<file path="config.mk">
export PLATFORM = sky130hd
export DESIGN_NAME = apx_add_sched_flat
export DESIGN_NICKNAME = d
export VERILOG_FILES = /design/src/rtl/apx_add_sched_pkg.sv /design/src/rtl/apx_add_sched_if.sv /design/src/rtl/apx_add_sched_rr_arb.sv /design/src/rtl/apx_add_sched.sv /design/src/flat_wrapper.sv
export SDC_FILE = /design/constraint.sdc
export NUM_CORES = 1
export LEC_CHECK = 0
export ABC_AREA = 1
export CORE_MARGIN = 2
export CORE_UTILIZATION = 30
export DETAILED_ROUTE_END_ITERATION = 10
export PLACE_DENSITY = 0.49
export SLEW_MARGIN = 15
export SYNTH_ARGS = -nofsm -noshare
export SYNTH_HDL_FRONTEND = slang
export SYNTH_SLANG_ARGS = --single-unit
</file>
<file path="constraint.sdc">
create_clock -name i_clk -period 6.3 [get_ports i_clk]
set_input_delay 0.63 -clock i_clk [delete_from_list [all_inputs] [get_ports i_clk]]
set_output_delay 0.63 -clock i_clk [all_outputs]
set_load 0.01 [all_outputs]
</file>
<file path="src/rtl/apx_add_sched_pkg.sv">
// Shared helpers for the approximate-add scheduler: width derivation and the
// round-then-add arithmetic, also used by the bta-family models.
package apx_pkg;

    localparam int FW = 64;

    function automatic int clog2(input int v);
        int r;
        r = 0;
        while ((1 << r) < v) r++;
        return r;
    endfunction

    function automatic int idw_of(input int nreq);
        return clog2(nreq);
    endfunction

    function automatic int kw_of(input int kmax);
        return clog2(kmax + 1);
    endfunction

    // Evaluated wide; callers truncate to DW, which preserves the modulo result.
    function automatic logic [FW-1:0] apx_rnd_add(input logic [FW-1:0] a,
                                                  input logic [FW-1:0] b,
                                                  input logic [5:0]    k);
        logic [FW-1:0] ar, br;
        if (k == 6'd0) return a + b;
        ar = (a >> k) + FW'(a[k - 6'd1]);
        br = (b >> k) + FW'(b[k - 6'd1]);
        return (ar + br) << k;
    endfunction

endpackage

</file>
<file path="src/rtl/apx_add_sched_if.sv">
// Request/result handshake bundle between accelerator lanes and the shared adder.
interface apx_add_sched_if #(
    parameter int DW   = 16,
    parameter int NREQ = 4,
    parameter int IDW  = 2
);
    logic [NREQ-1:0]    i_req_vld;
    logic [NREQ*DW-1:0] i_req_a;
    logic [NREQ*DW-1:0] i_req_b;
    logic [NREQ-1:0]    o_req_rdy;
    logic               o_res_vld;
    logic [DW-1:0]      o_res;
    logic [IDW-1:0]     o_res_id;
    logic               i_res_rdy;

    modport master (output i_req_vld, i_req_a, i_req_b, i_res_rdy,
                    input  o_req_rdy, o_res_vld, o_res, o_res_id);
    modport slave  (input  i_req_vld, i_req_a, i_req_b, i_res_rdy,
                    output o_req_rdy, o_res_vld, o_res, o_res_id);
endinterface

</file>
<file path="src/rtl/apx_add_sched_rr_arb.sv">
// Round-robin arbiter: first valid requester at or after the pointer, wrapping.
module rr_arb #(
    parameter int NREQ = 4,
    parameter int IDW  = 2
) (
    input  logic [NREQ-1:0] i_vld,
    input  logic [IDW-1:0]  i_ptr,
    input  logic            i_en,
    output logic [NREQ-1:0] o_gnt,
    output logic [IDW-1:0]  o_gnt_id
);
    logic [IDW:0] idx;

    always_comb begin
        o_gnt    = '0;
        o_gnt_id = '0;
        idx      = '0;
        // Walk from the farthest offset back to the pointer so the nearest valid wins.
        for (int i = NREQ - 1; i >= 0; i--) begin
            idx = {1'b0, i_ptr} + (IDW+1)'(i);
            if (idx >= (IDW+1)'(NREQ)) idx = idx - (IDW+1)'(NREQ);
            if (i_en && i_vld[idx[IDW-1:0]]) begin
                o_gnt                 = '0;
                o_gnt[idx[IDW-1:0]]   = 1'b1;
                o_gnt_id              = idx[IDW-1:0];
            end
        end
    end
endmodule

</file>
<file path="src/rtl/apx_add_sched.sv">
// Shares one round-then-add approximate adder among NREQ requesters through a
// 2-stage pipeline with per-requester approximation level and result backpressure.
module apx_add_sched
    import apx_pkg::*;
#(
    parameter int DW        = 16,
    parameter int NREQ      = 4,
    parameter int DW_AC_MAX = 8,
    parameter int IDW       = idw_of(NREQ),
    parameter int KW        = kw_of(DW_AC_MAX)
) (
    input  logic           i_clk,
    input  logic           i_rst,
    apx_add_sched_if.slave bus,
    input  logic           i_cfg_we,
    input  logic [IDW-1:0] i_cfg_id,
    input  logic [KW-1:0]  i_cfg_k
);
    logic [NREQ-1:0][KW-1:0] k_q;
    logic [IDW-1:0]          ptr_q, ptr_d;
    logic [2:1]              vld_pipe_q, vld_pipe_d;
    logic [DW-1:0]           s1_a_q, s1_b_q, s2_res_q, s1_res;
    logic [KW-1:0]           s1_k_q, cfg_k_sat;
    logic [IDW-1:0]          s1_id_q, s2_id_q;
    logic [NREQ-1:0][DW-1:0] req_a, req_b;
    logic [NREQ-1:0]         gnt;
    logic [IDW-1:0]          gnt_id;
    logic                    s2_hold, s1_free, acc;

    assign req_a     = bus.i_req_a;
    assign req_b     = bus.i_req_b;
    assign s2_hold   = vld_pipe_q[2] & ~bus.i_res_rdy;
    assign s1_free   = ~vld_pipe_q[1] | ~s2_hold;
    assign acc       = |gnt;
    assign cfg_k_sat = (i_cfg_k > KW'(DW_AC_MAX)) ? KW'(DW_AC_MAX) : i_cfg_k;
    assign s1_res    = DW'(apx_rnd_add(FW'(s1_a_q), FW'(s1_b_q), 6'(s1_k_q)));

    // Grants are suppressed in reset so nothing appears accepted on a dropped cycle.
    rr_arb #(.NREQ(NREQ), .IDW(IDW)) u_arb (
        .i_vld    (bus.i_req_vld),
        .i_ptr    (ptr_q),
        .i_en     (s1_free & ~i_rst),
        .o_gnt    (gnt),
        .o_gnt_id (gnt_id)
    );

    always_comb begin
        ptr_d         = ptr_q;
        vld_pipe_d    = vld_pipe_q;
        if (acc) ptr_d = (gnt_id == IDW'(NREQ - 1)) ? '0 : gnt_id + IDW'(1);
        if (s1_free) vld_pipe_d[1] = acc;
        if (!s2_hold) vld_pipe_d[2] = vld_pipe_q[1];
    end

    always_ff @(posedge i_clk) begin
        if (i_rst) begin
            k_q        <= '0;
            ptr_q      <= '0;
            vld_pipe_q <= '0;
            s2_res_q   <= '0;
            s2_id_q    <= '0;
        end else begin
            ptr_q      <= ptr_d;
            vld_pipe_q <= vld_pipe_d;
            if (i_cfg_we && (int'(i_cfg_id) < NREQ)) k_q[i_cfg_id] <= cfg_k_sat;
            if (!s2_hold && vld_pipe_q[1]) begin
                s2_res_q <= s1_res;
                s2_id_q  <= s1_id_q;
            end
        end
    end

    // k is read before any same-cycle config write lands.
    always_ff @(posedge i_clk) begin
        if (acc) begin
            s1_a_q  <= req_a[gnt_id];
            s1_b_q  <= req_b[gnt_id];
            s1_k_q  <= k_q[gnt_id];
            s1_id_q <= gnt_id;
        end
    end

    assign bus.o_req_rdy = gnt;
    assign bus.o_res_vld = vld_pipe_q[2];
    assign bus.o_res     = s2_res_q;
    assign bus.o_res_id  = s2_id_q;
endmodule
</file>
<file path="src/flat_wrapper.sv">
// flat-port wrapper written by rule: the top's interface ports become plain ports
module apx_add_sched_flat import apx_pkg::*;
#(
    parameter int DW        = 16,
    parameter int NREQ      = 4,
    parameter int DW_AC_MAX = 8,
    parameter int IDW       = idw_of(NREQ),
    parameter int KW        = kw_of(DW_AC_MAX)
)
  (i_clk, i_rst, i_cfg_we, i_cfg_id, i_cfg_k, bus_i_req_vld, bus_i_req_a, bus_i_req_b, bus_i_res_rdy, bus_o_req_rdy, bus_o_res_vld, bus_o_res, bus_o_res_id);
  apx_add_sched_if #(.DW(DW), .NREQ(NREQ), .IDW(IDW)) bus_i ();
  input  logic i_clk;
  input  logic i_rst;
  input  logic i_cfg_we;
  input  logic [IDW-1:0] i_cfg_id;
  input  logic [KW-1:0] i_cfg_k;
  input wire logic [$bits(bus_i.i_req_vld)-1:0] bus_i_req_vld;
  input wire logic [$bits(bus_i.i_req_a)-1:0] bus_i_req_a;
  input wire logic [$bits(bus_i.i_req_b)-1:0] bus_i_req_b;
  input wire logic [$bits(bus_i.i_res_rdy)-1:0] bus_i_res_rdy;
  output wire logic [$bits(bus_i.o_req_rdy)-1:0] bus_o_req_rdy;
  output wire logic [$bits(bus_i.o_res_vld)-1:0] bus_o_res_vld;
  output wire logic [$bits(bus_i.o_res)-1:0] bus_o_res;
  output wire logic [$bits(bus_i.o_res_id)-1:0] bus_o_res_id;
  assign bus_i.i_req_vld = bus_i_req_vld;
  assign bus_i.i_req_a = bus_i_req_a;
  assign bus_i.i_req_b = bus_i_req_b;
  assign bus_i.i_res_rdy = bus_i_res_rdy;
  assign bus_o_req_rdy = bus_i.o_req_rdy;
  assign bus_o_res_vld = bus_i.o_res_vld;
  assign bus_o_res = bus_i.o_res;
  assign bus_o_res_id = bus_i.o_res_id;
  apx_add_sched #(.DW(DW), .NREQ(NREQ), .DW_AC_MAX(DW_AC_MAX), .IDW(IDW), .KW(KW)) u_core (.i_clk(i_clk), .i_rst(i_rst), .bus(bus_i), .i_cfg_we(i_cfg_we), .i_cfg_id(i_cfg_id), .i_cfg_k(i_cfg_k));
endmodule
</file>
==> flow_summary.json <==
{
  "clk_path_buf_depth": 2,
  "hp-class": "reg -> reg",
  "dp_hpwl_mm": 25.0,
  "root_buffer": "clkbuf_16",
  "area.growth.synth_to_final_pct": 25.7,
  "cp.arrival_ns": 5.23,
  "drive_gt1_frac": 0.0275,
  "post_cts_buffers": 0,
  "cts_buffers": 9,
  "synth_enable_flop_cells": 38,
  "max-cap-violations": 0,
  "synthArstFlopShare": 0,
  "setup-tns-final_ns": 0,
  "min_period_ns": 4.96,
  "coreArea_sq_um": 27100,
  "crit_fanout": 23,
  "hold_viol_final": 0,
  "cts.clk_slew.worst_paths_ns": 0.06,
  "io_pins": 165,
  "grt_pass1_wl_mm": 49.3,
  "path_common_cell": "nand2_1",
  "timing.fmax_ghz": 0.201,
  "rsz0062_at_grt": "no",
  "hold_depth": 2,
  "slowest_delay_ns": 0.88,
  "relSlewSlack": 0.415,
  "grt-ovfl-total": 0,
  "fin_skew_ns": 0.0133,
  "synth_nets": 1634,
  "routedWlPerCell_um": 15.9,
  "critPathLaunchType": "flip-flop",
  "nets": 1761,
  "n_antenna_cell": 0,
  "antenna_found_initial": 0,
  "rows": 60,
  "ys_warn_count": 0,
  "run_status": "completed",
  "dp_cells": 1922,
  "fillers": 3009,
  "port_buffers": 164,
  "crit_type": "reg -> reg",
  "die_x_um": 171,
  "htreeDepth": 3,
  "rr_endpoint": "u_core.bus.o_res[10]$_SDFFE_PP0P_",
  "ctsResizeCount": 0,
  "worstReg2RegStart": "u_core.s1_k_q[2]$_DFFE_PP_",
  "synth_seq_area_share": 0.228,
  "syn_inst": 1434,
  "syn_area_per_cell_sq_um": 5.81,
  "cts_tree": "yes",
  "vias": 9304,
  "drt_iter0_drc": 556,
  "reg2reg_depth": 22,
  "dr.pass1.iters": 6,
  "wl_mm": 30.8,
  "r2r_setup_slack_ns": 1.34,
  "drc": 0,
  "ctsHoldBuffers": 0,
  "ys_ff_latch": 76,
  "cp_cell_sequence": "inv_2 -> nand2_1 -> inv_1 -> nand2_1 -> nand2_1 -> a31oi_1 -> fa_1 -> ha_1 -> fa_1 -> nand2_1 -> nand2_1 -> nand3_1 -> nand2_1 -> nand2_1 -> nand2_1 -> nand2_1 -> nand3_1 -> nand3_1 -> nand3_1 -> nand3_1 -> nand2_1 -> a21oi_1",
  "postRouteAntennaNets": 0,
  "worstPathRequired_ns": 6.56,
  "gp_congestion": 0.908,
  "viasPerCell": 4.80,
  "synth_cell_type_count": 46,
  "hp-start": "u_core.k_q[11]$_SDFFE_PP0P_",
  "insertion_delay_ns": 0.34,
  "cp_slowest_cell": "edfxtp_1",
  "fin_crit_sh": 0.788,
  "instances_no_fill": 1938,
  "min_to": "u_core.k_q[11]$_SDFFE_PP0P_",
  "synth_area_sq_um": 8330,
  "grt_max_degree": 77,
  "finalSetupViolCount": 0,
  "cts.sinks": 76,
  "die_h_um": 171,
  "maxSlewViolCount": 0,
  "die-area_sq_um": 29100,
  "grtUsageTotal": 0.214,
  "synth_flop_cell": "edfxtp_1",
  "grt_pass1_vias": 9139,
  "initial_utilization": 0.307,
  "end_kind": "flip-flop",
  "worst_pin_slew_ns": 0.877
}
critical path: cells and delay by family (launching register included):
family / cells / cell delay [ns]
AOI/OAI and AO/OA: 2 / 0.43
buffers and inverters: 2 / 0.67
adders and majority gates: 3 / 1.18
and+or+nand+nor: 15 / 1.72
DFF: 1 / 0.88
sequential cells by signal, summed over array words and instances, names as in the netlist:
name,flops
u_core.bus.o_res_id,2
u_core.s1_a_q,16
u_core.s1_b_q,16
u_core.k_q,16
u_core.vld_pipe_q,2
u_core.s1_k_q,4
u_core.s1_id_q,2
u_core.bus.o_res,16
u_core.ptr_q,2
cells in the mapped netlist (all sizes together) (3+ instances only):
master  number  area [sq um]
a21oi       72           364
a31oi       13          81.3
and2         6          37.5
buf         33           231
clkbuf      25          93.8
clkinv       3          11.3
dfxtp       38           761
edfxtp      38          1140
fa           3          60.1
ha          55           688
inv        137           514
mux2i        3          30.0
nand2      653          2460
nand3      128           651
nand3b       3          22.5
nand4        6          37.5
nor2        74           278
nor3        11          55.1
o211ai      10          75.1
o21ai       86           438
o221ai       6          52.6
o31ai        3          22.5
or2          4          25.0
xor2         6          52.6
through the flow:
stage / area (sq um) / worst slack, ns / hold WS [ns] / utilization
after floorplan: 8330 / 1.92 / 0.425 / -
after global placement: 10200 / 1.47 / 0.442 / 0.376
after detailed placement: 10200 / 1.47 / 0.448 / 0.376
after CTS: 10500 / 1.38 / 0.457 / 0.386
after global routing: 10500 / 0.739 / 0.477 / 0.386
final: 10500 / 1.34 / 0.451 / 0.386
final cells by class:
cell class / instances / area (sq um) / area share
repair buffers: 174 / 1720 / 0.164
clock buffers: 11 / 254 / 0.0243
multi-input cells: 1160 / 5580 / 0.533
inverters: 140 / 526 / 0.0502
well taps: 372 / 465 / 0.0445
flip-flops and latches: 76 / 1900 / 0.182
clock inverters: 5 / 31.3 / 0.00299
cells by family (layout without fill, tap and decap cells):
kind of cell / Yosys count / count (layout) / synth area share
simple gates: 885 / 885 / 0.428
compound gates: 207 / 207 / 0.141
buf+inv: 198 / 330 / 0.102
flops: 76 / 76 / 0.228
fa+ha+maj: 58 / 58 / 0.0898
xor+xnor: 7 / 7 / 0.00736
mux: 3 / 3 / 0.00361
layer usage:
metal	up-vias	part of all wire	global-route usage
met4	0	0.022	0.0569
met5	-	0	0
li1	4896	-	-
met1	4111	0.47	0.287
met2	261	0.46	0.363
met3	36	0.051	0.0275
worst max-delay path by stage:
stage                               start                                 to
2_1_floorplan  u_core.s1_k_q[0]$_DFFE_PP_  u_core.bus.o_res[13]$_SDFFE_PP0P_
3_3_place_gp   u_core.s1_k_q[1]$_DFFE_PP_  u_core.bus.o_res[12]$_SDFFE_PP0P_
3_5_place_dp   u_core.s1_k_q[2]$_DFFE_PP_  u_core.bus.o_res[12]$_SDFFE_PP0P_
4_1_cts        u_core.s1_k_q[2]$_DFFE_PP_  u_core.bus.o_res[10]$_SDFFE_PP0P_
5_1_grt        u_core.s1_k_q[2]$_DFFE_PP_  u_core.bus.o_res[10]$_SDFFE_PP0P_
6_report       u_core.s1_k_q[2]$_DFFE_PP_  u_core.bus.o_res[10]$_SDFFE_PP0P_
cell usage in the layout, fill, tap and decap left out, types with 4 or more instances in the layout:
cell,n
clkdlybuf4s50_1,164
inv_2,6
inv_1,131
xor2_1,6
edfxtp_1,38
a31oi_1,13
or2_2,4
dfxtp_1,38
nand3_1,126
clkbuf_16,10
nor3_1,11
buf_4,10
nand2_1,651
and2_1,6
nand4_1,6
nor2_1,74
o211ai_1,10
o21ai_0,82
o221ai_1,6
a21oi_1,71
ha_1,55
Power is not shown: default switching activity piles up to over one toggle a cycle in this logic, so the estimate is an artifact.
